--- config.mk ---
export PLATFORM = sky130hd
export DESIGN_NAME = ita_tile_sequencer
export DESIGN_NICKNAME = d
export VERILOG_FILES = /design/src/rtl/ita_package.sv /design/src/rtl/ita_tile_counter.sv /design/src/rtl/ita_tile_sequencer.sv
export SDC_FILE = /design/constraint.sdc
export NUM_CORES = 1
export LEC_CHECK = 0
export CAP_MARGIN = 10
export CORE_UTILIZATION = 25
export DETAILED_ROUTE_END_ITERATION = 8
export SYNTH_ARGS = -nofsm -noshare
export SYNTH_HDL_FRONTEND = slang
export SYNTH_SLANG_ARGS = --single-unit
--- constraint.sdc ---
create_clock -name clk_i -period 4.65 [get_ports clk_i]
set_input_delay 0.93 -clock clk_i [delete_from_list [all_inputs] [get_ports clk_i]]
set_output_delay 0.93 -clock clk_i [all_outputs]
set_load 0.02 [all_outputs]
--- src/rtl/ita_package.sv ---
// ita_package: shared types, sizes and step loop tables for the ITA tile sequencer
package ita_package;
  localparam int unsigned FifoDepth = 14;
  localparam int unsigned N_REQUANT_CONSTS = 8;
  localparam int unsigned TileW = 8;
  function automatic int unsigned idx_width(input int unsigned n);
    return (n > 1) ? $clog2(n) : 1;
  endfunction
  typedef logic [TileW-1:0] tile_t;
  typedef logic [$clog2(FifoDepth+1)-1:0] ongoing_t;
  typedef enum logic [1:0] {Attention, Feedforward, Linear} layer_e;
  typedef enum logic [3:0] {
    StepIdle, StepQ, StepK, StepV, StepQK, StepAV, StepOW, StepF1, StepF2, StepMatMul
  } step_e;
  typedef enum logic [1:0] {IDLE, ISSUE, DRAIN} seq_state_e;
  typedef struct packed {
    logic   start;
    layer_e layer;
    tile_t  tile_s;
    tile_t  tile_e;
    tile_t  tile_p;
    tile_t  tile_f;
  } ctrl_t;
  typedef enum logic [1:0] {DimS, DimE, DimP, DimF} dim_e;
  typedef struct packed {
    dim_e outer;
    dim_e mid;
    dim_e inner;
  } loop_sel_t;
  function automatic loop_sel_t step_loops(input step_e st);
    case (st)
      StepQ, StepK, StepV: return '{DimS, DimP, DimE};
      StepQK:              return '{DimS, DimS, DimP};
      StepAV:              return '{DimS, DimP, DimS};
      StepOW:              return '{DimS, DimE, DimP};
      StepF2:              return '{DimS, DimE, DimF};
      default:             return '{DimS, DimF, DimE};
    endcase
  endfunction
endpackage

--- src/rtl/ita_tile_counter.sv ---
// ita_tile_counter: outer/mid/inner nested tile counter, a zero count behaves as one
module ita_tile_counter
  import ita_package::*;
(
  input  logic  clk,
  input  logic  rst_n,
  input  logic  clear,
  input  logic  advance,
  input  tile_t cnt_outer,
  input  tile_t cnt_mid,
  input  tile_t cnt_inner,
  output tile_t outer,
  output tile_t mid,
  output tile_t inner,
  output logic  first_inner,
  output logic  last_inner,
  output logic  last
);
  tile_t max_o, max_m, max_i;
  logic last_mid, last_outer;
  always_comb begin
    max_o = (cnt_outer == '0) ? '0 : cnt_outer - 1'b1;
    max_m = (cnt_mid == '0) ? '0 : cnt_mid - 1'b1;
    max_i = (cnt_inner == '0) ? '0 : cnt_inner - 1'b1;
    first_inner = inner == '0;
    last_inner = inner == max_i;
    last_mid = mid == max_m;
    last_outer = outer == max_o;
    last = last_inner && last_mid && last_outer;
  end
  always_ff @(posedge clk or negedge rst_n) begin
    if (!rst_n) begin
      outer <= '0;
      mid <= '0;
      inner <= '0;
    end else if (clear) begin
      outer <= '0;
      mid <= '0;
      inner <= '0;
    end else if (advance) begin
      inner <= last_inner ? '0 : inner + 1'b1;
      if (last_inner) mid <= last_mid ? '0 : mid + 1'b1;
      if (last_inner && last_mid) outer <= last_outer ? '0 : outer + 1'b1;
    end
  end
endmodule

--- src/rtl/ita_tile_sequencer.sv ---
// ita_tile_sequencer: walks the steps of a layer, issuing tiles with bounded outstanding work
module ita_tile_sequencer
  import ita_package::*;
#(
  parameter int unsigned MaxOutstanding = FifoDepth
) (
  input  logic                                  clk_i,
  input  logic                                  rst_ni,
  input  ctrl_t                                 ctrl_i,
  output logic                                  busy_o,
  output step_e                                 step_o,
  output logic [idx_width(N_REQUANT_CONSTS)-1:0] requant_idx_o,
  output logic                                  tile_valid_o,
  input  logic                                  tile_ready_i,
  output tile_t                                 tile_outer_o,
  output tile_t                                 tile_mid_o,
  output tile_t                                 tile_inner_o,
  output logic                                  first_inner_o,
  output logic                                  last_inner_o,
  input  logic                                  tile_done_i,
  output logic                                  done_o,
  output logic                                  err_o
);
  localparam int unsigned RqW = idx_width(N_REQUANT_CONSTS);
  seq_state_e state_q, state_d;
  step_e step_d, first_step;
  tile_t [3:0] dims_q;
  ongoing_t out_q;
  loop_sel_t sel;
  tile_t cnt_o, cnt_m, cnt_i;
  logic hs, accept, drained, last_step, last_tile, first_in, last_in, dec;
  always_comb begin
    sel = step_loops(step_o);
    cnt_o = dims_q[sel.outer];
    cnt_m = dims_q[sel.mid];
    cnt_i = dims_q[sel.inner];
    busy_o = state_q != IDLE;
    tile_valid_o = state_q == ISSUE && out_q < ongoing_t'(MaxOutstanding);
    first_inner_o = state_q == ISSUE && first_in;
    last_inner_o = state_q == ISSUE && last_in;
    requant_idx_o = (step_o == StepIdle) ? '0 :
                    (step_o == StepMatMul) ? RqW'(6) : RqW'(step_o - 1'b1);
    hs = tile_valid_o && tile_ready_i;
    accept = state_q == IDLE && ctrl_i.start;
    drained = state_q == DRAIN && out_q == '0;
    dec = tile_done_i && out_q != '0;
    last_step = step_o inside {StepOW, StepF2, StepMatMul};
    first_step = (ctrl_i.layer == Attention) ? StepQ :
                 (ctrl_i.layer == Feedforward) ? StepF1 : StepMatMul;
    state_d = state_q;
    step_d = step_o;
    if (accept) begin
      state_d = ISSUE;
      step_d = first_step;
    end else if (hs && last_tile) begin
      state_d = DRAIN;
    end else if (drained) begin
      state_d = last_step ? IDLE : ISSUE;
      step_d = last_step ? StepIdle : step_e'(step_o + 1'b1);
    end
  end
  always_ff @(posedge clk_i or negedge rst_ni) begin
    if (!rst_ni) begin
      state_q <= IDLE;
      step_o <= StepIdle;
    end else begin
      state_q <= state_d;
      step_o <= step_d;
    end
  end
  // a completion with nothing outstanding is dropped but flagged
  always_ff @(posedge clk_i or negedge rst_ni) begin
    if (!rst_ni) begin
      out_q <= '0;
      err_o <= 1'b0;
      done_o <= 1'b0;
      dims_q <= '0;
    end else begin
      out_q <= out_q + ongoing_t'(hs) - ongoing_t'(dec);
      err_o <= accept ? 1'b0 : (err_o | (tile_done_i && out_q == '0));
      done_o <= drained && last_step;
      if (accept) dims_q <= {ctrl_i.tile_f, ctrl_i.tile_p, ctrl_i.tile_e, ctrl_i.tile_s};
    end
  end
  ita_tile_counter u_cnt (
    .clk        (clk_i),
    .rst_n      (rst_ni),
    .clear      (accept || drained),
    .advance    (hs),
    .cnt_outer  (cnt_o),
    .cnt_mid    (cnt_m),
    .cnt_inner  (cnt_i),
    .outer      (tile_outer_o),
    .mid        (tile_mid_o),
    .inner      (tile_inner_o),
    .first_inner(first_in),
    .last_inner (last_in),
    .last       (last_tile)
  );
endmodule

==> impl_results.md <==
- Cells on Worst Hold Path: 2
- Crit path launch type: register
- # rows: 53
- Reg-to-Reg Start: step_o[1]$_DFFE_PN0P_
- Die ar.: 22500 µm²
- CP startpoint: step_o[1]$_DFFE_PN0P_
- Placed cell areas: 6830 µm²
- Leakage: 0.00316 µW
- Die X: 150 µm
- Kind of critical path: reg -> out
- Clk buf depth: 2
- Cell area after synthesis: 5490 µm²
- Max Fanout on Critical Path: 5
- CTS tree: yes
- Mapped Avg Cell Area: 7.99 µm²
- Chip Height: 150 µm
- Largest net degree at the start of global routing: 51
- First-pass GRT wire length: 28200 µm
- Post-synth top area cell: dfrtp_1
- End point of the critical path: last_inner_o
- Area delta synth->final: 34.0%
- Synth Register Bits: 68
- Area fraction of the dominant cell type after synthesis: 31.0%
- Post-Syn Nets: 746
- CP arrival: 3.61 ns
- Grt ovf: 0
- Iter 0 DRT Violations: 397
- Hold Path Class: reg -> reg
- Synth cell count leaders: 126 x nand2_1, 68 x dfrtp_1, 46 x nor2_1, 37 x o21ai_0, 34 x a21oi_1
- Synth Flop Type: dfrtp_1
- Seq/Total Area, Yosys: 31.0%
- DRC: 0
- Final instance area: 7350 µm²
- Worst-margin pin slew: 0.661 ns
- Core Area: 21300 µm²
- Status: completed
- Final min period: 4.54 ns
- # nets final: 861
- Worst Path Required: 3.72 ns
- Final setup viols: 0
- Tcrit/Tclk final: 97.6%
- # IOs: 76
- EDFF count, synth: 0
- Input/output buffers: 75
- GP Congestion: 0.941
- Clk Latency, worst-skew pair: 0.34 ns
- Antenna-violating nets left: 0
- Post-DP HPWL: 13300 µm
- H-tree levels: 3
- WL per Instance: 16.2 µm
- VDD IR max: 0.230 mV
- First-pass DRT Iterations: 5
- Antenna violations before repair: 0
- Synth top area cells: dfrtp_1 31%, nand2_1 8.6%, ha_1 4.3%
- Vias in the first global route: 5439
- Fin Clk Skew: 0.00554 ns
- Crit path depth: 19
- Clock slew at reported path FFs: 0.05 ns
- Worst path top cell family by delay: compound AO/OA/AOI/OAI gates
- CTS buffer count: 9
- R2R Setup Slk: 0.14 ns
- # diodes: 0
- Post-synthesis cell type count: 84
- Unrepaired setup endpoints after global routing: yes
- Clk sink count: 68
- Mapped Cells: 687
- Max_slew headroom: 55.9%
- FMAX: 0.220 GHz
- Worst-path cell chain: inv_4, ha_4, buf_6, nor2b_2, or3_4, buf_6, o22ai_4, o21a_1, ha_2, inv_2, nor2_1, a22o_1, buf_6, a311oi_1, a41o_1, a211oi_2, and4_4, nor2b_4, buf_6
- Root buf cell: clkbuf_16
- Total Wirelength: 17500 µm
- Slew Viols, Final: 0
- DR vias/cell: 5.15
- R2r worst-path depth: 16
- Type of element capturing the critical path: primary output
- Synth warnings: 0
- Reg2reg end: u_cnt.mid[3]$_DFFE_PN0P_
- Maxcap violations: 0
- Slowest cell on the critical path: dfrtp_2
- Tot Pwr: 2650 µW
- All-Layer GR Usage: 16.0%
- FILL cells: 2174
- Fraction of layout instances using a drive strength above 1: 17.9%
- Starting Density: 25.8%
- Via count: 5571
- Most frequent CP cell: buf_6
- CTS Hold Buffers Added: 0
- PwrDens: 360 nW/µm²
- Ys async rst share: 100%
- Most common cell in the netlist: nand2_1
- Slowest stage delay, CP: 0.45 ns
- CP bufs+invs: 6
- Fin util: 34.6%
- Final Hold Vio Count: 0
## report_power, final
| group | leakage (µW) | internal [µW] | switching [µW] |
|---|---|---|---|
| clock | 0.000126 | 355 | 252 |
| sequential | 0.000865 | 683 | 143 |
| combinational | 0.00217 | 584 | 628 |
| total | 0.00316 | 1620 | 1020 |
## metal layers
metal,share of wire (%),routed length (µm),vias to the layer above,track usage [%]
met5,0,0,-,0
met4,2.2,384,0,6.87
met3,4.9,862,27,2.12
met2,48,8350,163,27.0
met1,45,7880,2659,20.6
li1,-,-,2722,-
## worst min-delay path: stages, from the launching register on
cell and delay (ns):
dfrtp_1 0.34, a21oi_1 0.04, nor2_1 0.09
## through the flow
step                      hold slack (ns)  setup TNS, ns  std cells  setup slack [ns]
final                               0.525              0       1081             0.110
after global routing                0.560        -0.0855       1081           -0.0396
after CTS                           0.533              0       1074          0.000940
after detailed placement            0.512         -0.241       1055            -0.241
after global placement              0.493         -0.213       1055            -0.213
after floorplan                     0.460              0        687            0.0312
## layout make-up
type	instances	area, µm²	share of cell area, %
timing repair buffer	143	1280	17.4
tap	275	344	4.68
sequential	68	1700	23.2
clock buffer	12	236	3.22
inverter	32	126	1.72
multi-input combinational	548	3650	49.7
clock inverter	3	15.0	0.204
## kinds of logic after synthesis
group	count (synthesis)	share of synthesized area [%]
adder cells (fa/ha/maj)	20	4.70
AO/OA/AOI/OAI	192	25.4
XOR/XNOR	19	3.31
AND/OR/NAND/NOR	299	26.6
buffers and inverters	71	5.68
flip-flops	68	31.0
multiplexers	18	3.37
## cell usage in the layout (no fill, tap or decap), drive strengths merged, types with 5 or more instances in the layout
| cell type | instances |
|---|---|
| nand2 | 126 |
| clkdlybuf4s50 | 73 |
| buf | 70 |
| dfrtp | 68 |
| nor2 | 46 |
| o21ai | 39 |
| a21oi | 34 |
| inv | 31 |
| nand3 | 20 |
| ha | 19 |
| nor3 | 15 |
| mux2i | 14 |
| and3 | 13 |
| and2 | 12 |
| xnor2 | 12 |
| o22ai | 12 |
| clkbuf | 12 |
| a22o | 11 |
| nand4 | 11 |
| o31ai | 11 |
| nand2b | 10 |
| a211oi | 9 |
| a31oi | 8 |
| nor2b | 7 |
| xor2 | 6 |
| o22a | 6 |
| a311oi | 6 |
| nor4 | 6 |
| or2 | 6 |
| a21o | 5 |
| o21a | 5 |
## repair_timing
item / 4_1_cts / 5_1_grt
pin swaps: 8 / 15
buffers inserted: 4 / 7
endpoints found under the setup margin: 1 / 14
resized for setup: 26 / 26
## state kept, by name (all words and copies together) (netlist names)
name         cells
dims_q          32
u_cnt.inner      8
u_cnt.mid        8
u_cnt.outer      8
out_q            4
step_o           4
state_q          2
done_o           1
err_o            1
## worst min-delay path by stage
| stage | from | endpoint | slack (ns) |
|---|---|---|---|
| 6_report | err_o$_DFF_PN0_ | err_o$_DFF_PN0_ | 0.52 |
| 3_3_place_gp | err_o$_DFF_PN0_ | err_o$_DFF_PN0_ | 0.49 |
| 2_1_floorplan | dims_q[29]$_DFFE_PN0P_ | dims_q[29]$_DFFE_PN0P_ | 0.46 |
| 3_5_place_dp | dims_q[25]$_DFFE_PN0P_ | dims_q[25]$_DFFE_PN0P_ | 0.51 |
| 4_1_cts | rst_ni | step_o[2]$_DFFE_PN0P_ | 0.53 |
| 5_1_grt | rst_ni | dims_q[18]$_DFFE_PN0P_ | 0.56 |
Power figures use the tool's default switching activity.
